$ cat src/rtl/fp_divider32_seq_if.sv
// Operand/result handshake bundle for the sequential FP divider.
interface fp_divider32_seq_if;
  logic        in_valid;
  logic        in_ready;
  logic [31:0] in_a;
  logic [31:0] in_b;
  logic        out_valid;
  logic        out_ready;
  logic [31:0] out_data;

  // Producer/consumer side (drives operands, accepts results)
  modport master (
    output in_valid, in_a, in_b, out_ready,
    input  in_ready, out_valid, out_data
  );

  // Divider side
  modport slave (
    input  in_valid, in_a, in_b, out_ready,
    output in_ready, out_valid, out_data
  );
endinterface

$ cat src/rtl/fp_divider32_seq.sv
// Sequential binary32 divider: one restoring quotient bit per clock, then a
// single normalize/round cycle. Number handling mirrors multiplier32: implicit
// leading one, no special cases, 8-bit wrapping exponent.
module fp_divider32_seq #(
  parameter int unsigned EXP_BIAS = 127,
  parameter int unsigned Q_BITS   = 26
) (
  input logic                clk,
  input logic                rst_n,
  fp_divider32_seq_if.slave  bus
);

  localparam int unsigned EXP_W  = 8;
  localparam int unsigned MANT_W = 23;
  localparam int unsigned DIV_W  = MANT_W + 1;
  localparam int unsigned REM_W  = MANT_W + 2;
  localparam int unsigned CNT_W  = 5;
  localparam int unsigned DATA_W = 32;

  typedef enum logic [1:0] {
    IDLE   = 2'd0,
    DIVIDE = 2'd1,
    ROUND  = 2'd2,
    DONE   = 2'd3
  } state_t;

  state_t              state, state_next;
  logic                sign, sign_next;
  logic [EXP_W-1:0]    exp_tmp, exp_tmp_next;
  logic [REM_W-1:0]    rem, rem_next;
  logic [DIV_W-1:0]    div, div_next;
  logic [Q_BITS-1:0]   q, q_next;
  logic [CNT_W-1:0]    cnt, cnt_next;
  logic                in_rdy, in_rdy_next;
  logic                out_vld, out_vld_next;
  logic [DATA_W-1:0]   result, result_next;

  // Divide-step and rounding helpers
  logic                ge_c;
  logic [REM_W-1:0]    diff_c;
  logic [MANT_W-1:0]   mant_pre_c;
  logic [MANT_W-1:0]   mant_rnd_c;
  logic                rbit_c;
  logic [EXP_W-1:0]    exp_out_c;

  assign bus.in_ready  = in_rdy;
  assign bus.out_valid = out_vld;
  assign bus.out_data  = result;

  // State register
  always_ff @(posedge clk or negedge rst_n) begin
    if (!rst_n) begin
      state <= IDLE;
    end else begin
      state <= state_next;
    end
  end

  // Datapath and output registers
  always_ff @(posedge clk or negedge rst_n) begin
    if (!rst_n) begin
      sign    <= 1'b0;
      exp_tmp <= '0;
      rem     <= '0;
      div     <= '0;
      q       <= '0;
      cnt     <= '0;
      in_rdy  <= 1'b1;
      out_vld <= 1'b0;
      result  <= '0;
    end else begin
      sign    <= sign_next;
      exp_tmp <= exp_tmp_next;
      rem     <= rem_next;
      div     <= div_next;
      q       <= q_next;
      cnt     <= cnt_next;
      in_rdy  <= in_rdy_next;
      out_vld <= out_vld_next;
      result  <= result_next;
    end
  end

  // Restoring step and round/normalize arithmetic
  always_comb begin
    diff_c = rem - REM_W'({1'b0, div});
    ge_c   = (rem >= REM_W'({1'b0, div}));
    if (q[Q_BITS-1]) begin
      mant_pre_c = q[Q_BITS-2:2];
      rbit_c     = q[1];
      exp_out_c  = exp_tmp + EXP_W'(EXP_BIAS);
    end else begin
      mant_pre_c = q[Q_BITS-3:1];
      rbit_c     = q[0];
      exp_out_c  = exp_tmp + EXP_W'(EXP_BIAS - 1);
    end
    // Carry out of the mantissa is dropped, exponent left alone
    mant_rnd_c = mant_pre_c + MANT_W'(rbit_c);
  end

  // Next-state and register-next logic
  always_comb begin
    state_next   = state;
    sign_next    = sign;
    exp_tmp_next = exp_tmp;
    rem_next     = rem;
    div_next     = div;
    q_next       = q;
    cnt_next     = cnt;
    result_next  = result;

    unique case (state)
      IDLE: begin
        if (bus.in_valid) begin
          sign_next    = bus.in_a[31] ^ bus.in_b[31];
          exp_tmp_next = bus.in_a[30:23] - bus.in_b[30:23];
          rem_next     = {1'b0, 1'b1, bus.in_a[22:0]};
          div_next     = {1'b1, bus.in_b[22:0]};
          q_next       = '0;
          cnt_next     = CNT_W'(Q_BITS - 1);
          state_next   = DIVIDE;
        end
      end
      DIVIDE: begin
        // Quotient bits arrive MSB first, so shift them in from the right
        q_next   = {q[Q_BITS-2:0], ge_c};
        rem_next = (ge_c ? diff_c : rem) << 1;
        cnt_next = cnt - CNT_W'(1);
        if (cnt == '0) begin
          state_next = ROUND;
        end
      end
      ROUND: begin
        result_next = {sign, exp_out_c, mant_rnd_c};
        state_next  = DONE;
      end
      DONE: begin
        if (bus.out_ready) begin
          state_next = IDLE;
        end
      end
      default: state_next = IDLE;
    endcase

    in_rdy_next  = (state_next == IDLE);
    out_vld_next = (state_next == DONE);
  end

endmodule

$ cat src/flat_wrapper.sv
// flat-port wrapper written by rule: the top's interface ports become plain ports
module fp_divider32_seq_flat 
#(
  parameter int unsigned EXP_BIAS = 127,
  parameter int unsigned Q_BITS   = 26
)
  (clk, rst_n, bus_in_valid, bus_in_a, bus_in_b, bus_out_ready, bus_in_ready, bus_out_valid, bus_out_data);
  fp_divider32_seq_if bus_i ();
  input logic clk;
  input logic rst_n;
  input wire logic [$bits(bus_i.in_valid)-1:0] bus_in_valid;
  input wire logic [$bits(bus_i.in_a)-1:0] bus_in_a;
  input wire logic [$bits(bus_i.in_b)-1:0] bus_in_b;
  input wire logic [$bits(bus_i.out_ready)-1:0] bus_out_ready;
  output wire logic [$bits(bus_i.in_ready)-1:0] bus_in_ready;
  output wire logic [$bits(bus_i.out_valid)-1:0] bus_out_valid;
  output wire logic [$bits(bus_i.out_data)-1:0] bus_out_data;
  assign bus_i.in_valid = bus_in_valid;
  assign bus_i.in_a = bus_in_a;
  assign bus_i.in_b = bus_in_b;
  assign bus_i.out_ready = bus_out_ready;
  assign bus_in_ready = bus_i.in_ready;
  assign bus_out_valid = bus_i.out_valid;
  assign bus_out_data = bus_i.out_data;
  fp_divider32_seq #(.EXP_BIAS(EXP_BIAS), .Q_BITS(Q_BITS)) u_core (.clk(clk), .rst_n(rst_n), .bus(bus_i));
endmodule
$ cat config.mk
export PLATFORM = sky130hd
export DESIGN_NAME = fp_divider32_seq_flat
export DESIGN_NICKNAME = d
export VERILOG_FILES = /design/src/rtl/fp_divider32_seq_if.sv /design/src/rtl/fp_divider32_seq.sv /design/src/flat_wrapper.sv
export SDC_FILE = /design/constraint.sdc
export NUM_CORES = 1
export LEC_CHECK = 0
export CAP_MARGIN = 20
export CORE_ASPECT_RATIO = 2
export CORE_MARGIN = 10
export CORE_UTILIZATION = 54
export CTS_BUF_LIST = sky130_fd_sc_hd__clkbuf_8
export CTS_CLUSTER_DIAMETER = 150
export DETAILED_ROUTE_END_ITERATION = 10
export PLACE_DENSITY = 0.87
export SLEW_MARGIN = 20
export SYNTH_ARGS = -nofsm -noshare
export SYNTH_HDL_FRONTEND = slang
export SYNTH_SLANG_ARGS = --single-unit
$ cat constraint.sdc
create_clock -name clk -period 7.8 [get_ports clk]
set_clock_uncertainty 0.15 [all_clocks]
set_input_delay 1.95 -clock clk [delete_from_list [all_inputs] [get_ports clk]]
set_output_delay 1.95 -clock clk [all_outputs]
set_load 0.03 [all_outputs]
-- Word-level counts from Yosys, hierarchy flattened
Index checks and enable logic that the tools add are counted.
- flip-flop bits (word level): 125
- input bits: 68
- output and inout port bits: 34
- logic and storage cells: 43
- add/sub/neg operators: 6
- order comparisons: 1
- eq/ne operators: 5
- muxes and demuxes: 14
- bitwise gates (word level): 1
- reductions and logical operators: 6
- operators by type and width (cell ; number):
    26-bit case mux with 2 select lines ; 1
    25-bit case mux with 2 select lines ; 1
    26-bit 2-to-1 mux ; 1
    25-bit by 24-bit >= comparator with 1-bit output ; 1
    25-bit 2-to-1 mux ; 1
    24-bit 2-to-1 mux ; 1
    24-bit subtractor ; 1
    23-bit by 1-bit adder with 23-bit output ; 1
    23-bit 2-to-1 mux ; 1
    8-bit by 7-bit adder with 8-bit output (second input constant) ; 2
    5-bit case mux with 2 select lines ; 1
    8-bit 2-to-1 mux ; 1
    2-bit case mux with 4 select lines ; 1
    8-bit subtractor ; 1
    2-bit equality test (second input constant) ; 3
    2-bit 2-to-1 mux ; 3
    5-bit zero test ; 1
    5-bit 2-to-1 mux ; 1
    5-bit by 1-bit subtractor with 5-bit output (second input constant) ; 1
    2-bit zero test ; 2
    2-bit AND reduction ; 2
    2-bit by 1-bit equality test with 1-bit output (second input constant) ; 1
    2-bit != test (second input constant) ; 1
    2-bit nonzero test ; 1
    other kinds (2) ; 2

-- Logic depth before layout (Yosys ltp)
- depth in word-level cells: 4
- mapped depth: 14
- gate-level depth less buffers: 12

-- Worst setup path after synthesis
OpenSTA, ideal clock, no wires.
- path kind: input -> register
- start: in bus_in_b[24]
- end: reg u_core.exp_tmp[7]
- arrival: 3.365 ns
- required time: 7.515 ns
- slack: 4.150 ns
- cell stages on the path: 11
- path buffers: 0
- path through: inv_1 > ha_1 > nor2b_1 > o21ai_0 > a21oi_1 > o21ai_0 > nand2b_1 > a21o_1 > a21oi_1 > xnor2_1 > o21ai_0
- cells in the longest elaborated chain, start to end: 1
- RTL lines (what ; RTL line ; source):
    start, declared ; flat_wrapper.sv:13 ; input wire logic [$bits(bus_i.in_b)-1:0] bus_in_b;
    8-bit subtractor ; fp_divider32_seq.sv:116 ; exp_tmp_next = bus.in_a[30:23] - bus.in_b[30:23];
    end signal, assigned ; fp_divider32_seq.sv:73 ; exp_tmp <= exp_tmp_next;
    end, declared ; fp_divider32_seq.sv:29 ; logic [EXP_W-1:0] exp_tmp, exp_tmp_next;
No other way between the ends.
A chain may end at the register's enable or synchronous reset.

-- Worst setup path after layout
Ends and elaborated chain as after synthesis.

==> summary.txt <==
Worst setup path
  • Worst path max stage delay: 0.51 ns
  • CP bufs+invs: 2
  • Worst EP arrival: 4.11 ns
  • Worst reg-to-reg path cell count: 11
  • Dominant delay contributor by cell family on the critical path: compound AO/OA/AOI/OAI gates
  • Critical path fanouts, max: 2
  • CP most frequent cell: o21ai_0
  • Crit end category: register
  • Reg2reg start: u_core.rem[6]$_DFFE_PN0P_
  • R2R setup slack: 4.21 ns
  • Startpoint Class: input pin
  • Slowest-stage cell, CP: clkdlybuf4s50_1
  • Crit path kind: input pin to register
  • Req. time, crit path: 7.94 ns
  • Reg2reg end: u_core.rem[5]$_DFFE_PN0P_
  • CP Cell Sequence: clkdlybuf4s50_1 -> inv_1 -> ha_1 -> nor2b_1 -> o21ai_0 -> a21oi_1 -> o21ai_0 -> nand2b_1 -> a21o_1 -> a21oi_1 -> xnor2_1 -> o21ai_0

STA
  • Final min period: 3.97 ns
  • RSZ-0062 raised after global routing: no
  • Final Hold Viols: 0
  • Period utilisation layout: 50.9%
  • Final TNS setup: 0 ns
  • Worst-Margin Slew: 1.02 ns
  • Final setup vio count: 0
  • Rel. slew slack: 32.1%
  • Slew Limit Fails: 0
  • FMAX: 252 MHz

Logic synthesis
  • Sequential fraction of the synthesis area: 41.8%
  • Synth Register Bits: 125
  • Yosys warns: 0
  • Post-synth top area cell: dfrtp_1
  • Post-Syn Instances: 849
  • Post-synth cell types: 57
  • Synth area leaders: dfrtp_1 (41%), ha_1 (6.2%), o21ai_0 (5.9%), nand2_1 (5.5%), xnor2_1 (4.7%)
  • Synth top area share: 41.4%
  • Syn Std Cell Area: 0.00749 mm²
  • Post-synth EDFFs: 0
  • FFs w/ async S/R, synth: 100%
  • Syn_nets: 956
  • Synth Flop Type: dfrtp_1
  • Synthesized area per cell: 8.83 µm²

Placed design
  • Port Buffers: 101
  • RD Place Congestion: 0.906
  • HPWL Detailed: 13.4 mm

Die
  • Die Width: 103 µm
  • IO Count: 102
  • Die area: 0.0193 mm²
  • Core area: 0.0135 mm²
  • Num rows: 60
  • Die height: 187 µm
  • Initial core utilization: 55.5%

Pwr
  • Pwr Total: 0.00407 W
  • NetSw: 0.00185 W
  • Pwr Density: 456 mW/mm²
  • Pleak: 3.90 nW
  • Sequential share of power: 28.8%
  • Combinational power share: 57.1%
  • Proportion of power drawn by the clock network: 14.1%
  • Switching Share: 45.5%
  • Worst VDD drop: 301 µV
  • P_int: 0.00222 W

Hold path
  • Hold Crit Depth: 2
  • End of the worst hold path: u_core.div[23]$_DFFE_PN0P_
  • Hold/Removal Path Class: register to register
  • Hold Startpoint: u_core.div[23]$_DFFE_PN0P_

Cells and area
  • Most frequent cells in the layout: dfrtp_1 (124), nand2_1 (109), clkdlybuf4s50_1 (100)
  • Commonest non-fill, non-tap cell in the layout: dfrtp_1
  • Share of cells above drive strength 1: 6.63%
  • Ant. Diodes: 0
  • Area Growth Syn to Fin: 19.3%
  • Nets: 1030
  • # fillers: 1073

CTS
  • Clock Path Buffers: 2
  • H-tree levels: 4
  • Post-CTS setup buffer count: 0
  • Clk slew on worst S/H paths: 0.08 ns
  • Root Buffer: clkbuf_8
  • Later-pin clock latency in the skew report: 0.44 ns
  • Post-cts hold buffer count: 0
  • # clock sinks: 125
  • CTS tree: yes
  • Post-cts sizing count: 0
  • TritonCTS buffer count: 17

Drt
  • Remaining antenna violation count: 0
  • Vias/cell: 5.86
  • WL final: 18.2 mm
  • DRT Pass-1 Iters: 5
  • DR WL/cell: 16.7 µm
  • Initial drt markers: 291
  • Drt drc: 0
  • Via Count: 6382

Global route
  • Initial antenna violation count: 0
  • Largest net degree at the start of global routing: 67
  • GRT overflow: 0
  • Vias in the first global route: 6557
  • Total GRT Usage: 19.3%
  • First-pass GRT wire length: 30.2 mm

Status
  • Status: complete, no violations

Flow run
  • Maxcap violations: 0
## Yosys cell counts, types with 2 or more instances
cell type,instances
dfrtp_1,124
nand2_1,109
o21ai_0,89
a21oi_1,65
inv_1,50
nor2_1,43
xnor2_1,40
clkbuf_1,39
ha_1,37
xor2_1,25
nand3_1,24
a22o_1,21
o22ai_1,21
a21o_1,20
mux2i_1,20
nor3_1,11
o21ai_1,8
mux2_2,7
nand4_1,7
nand2b_1,6
nor2b_1,6
or3_1,6
and3_1,5
buf_2,5
a31oi_1,4
buf_1,4
buf_4,4
o21bai_1,4
o31ai_1,4
a22oi_1,3
o21a_1,3
o22a_1,3
a211oi_1,2
a21boi_0,2
a41oi_1,2
and2_1,2
fa_1,2
nor2_4,2
or2_2,2
## per-stage QoR
stage,instances,utilization (%),setup WS [ns],cell area (µm²),hold WS (ns)
after floorplan,849,-,4.15,7490,0.268
after global placement,1059,63.2,3.48,8550,0.283
after detailed placement,1059,63.2,3.38,8550,0.290
after CTS,1090,66.2,3.85,8940,0.308
after global routing,1090,66.2,3.69,8940,0.353
final,1090,66.2,3.83,8940,0.308
## tightest hold or removal path, cell delays in order (launching register included)
cell	delay, ns
dfrtp_1	0.33
inv_1	0.05
nand2_1	0.05
## flip-flops by register name, summed over array words and instances (netlist names)
name                  cells
u_core.sign               1
u_core.bus.out_valid      1
u_core.rem               25
u_core.q                 26
u_core.bus.in_ready       1
u_core.cnt                5
u_core.div               24
u_core.state              2
u_core.exp_tmp            8
u_core.bus.out_data      32
## routing by layer
metal	wire length, µm	track usage [%]	vias up
met5	0	0	-
met4	711	9.42	0
met3	724	3.18	48
met2	9960	35.4	194
met1	6750	19.9	3044
li1	-	-	3096
## worst max-delay path by stage
| stage | start | endpoint | slack [ns] | cells past startpoint |
|---|---|---|---|---|
| after floorplan | bus_in_b[24] | u_core.exp_tmp[7]$_DFFE_PN0P_ | 4.15 | 11 |
| after global placement | bus_in_b[24] | u_core.exp_tmp[7]$_DFFE_PN0P_ | 3.48 | 12 |
| after detailed placement | bus_in_b[24] | u_core.exp_tmp[7]$_DFFE_PN0P_ | 3.38 | 12 |
| after CTS | bus_in_b[24] | u_core.exp_tmp[7]$_DFFE_PN0P_ | 3.85 | 12 |
| after global routing | bus_in_b[24] | u_core.exp_tmp[7]$_DFFE_PN0P_ | 3.69 | 12 |
| final | bus_in_b[24] | u_core.exp_tmp[7]$_DFFE_PN0P_ | 3.83 | 12 |
## final cells by class
| cell class | instances | area [µm²] | share of cell area (%) |
|---|---|---|---|
| clock buffer | 17 | 234 | 2.62 |
| clock inverter | 14 | 161 | 1.81 |
| inverter | 51 | 191 | 2.14 |
| multi-input combinational | 621 | 3980 | 44.5 |
| sequential | 125 | 3130 | 35.0 |
| tap | 155 | 194 | 2.17 |
| timing repair buffer | 107 | 1050 | 11.8 |
## cell families after synthesis
family	share of synthesized area, %
compound gates	20.3
xor+xnor	7.60
fa+ha+maj	6.71
buf+inv	5.44
flops	41.8
mux	3.72
simple gates	14.5
## power groups by stage
stage               Combinational (W)  Sequential [W]  Clock [W]
global placement              0.00223         0.00117          0
floorplan                     0.00174         0.00118          0
detailed placement            0.00230         0.00118          0
finish                        0.00233         0.00117   0.000573
CTS                           0.00232         0.00117   0.000581
global route                  0.00258         0.00121   0.000606
No activity file was read; power rests on OpenSTA's default activity.
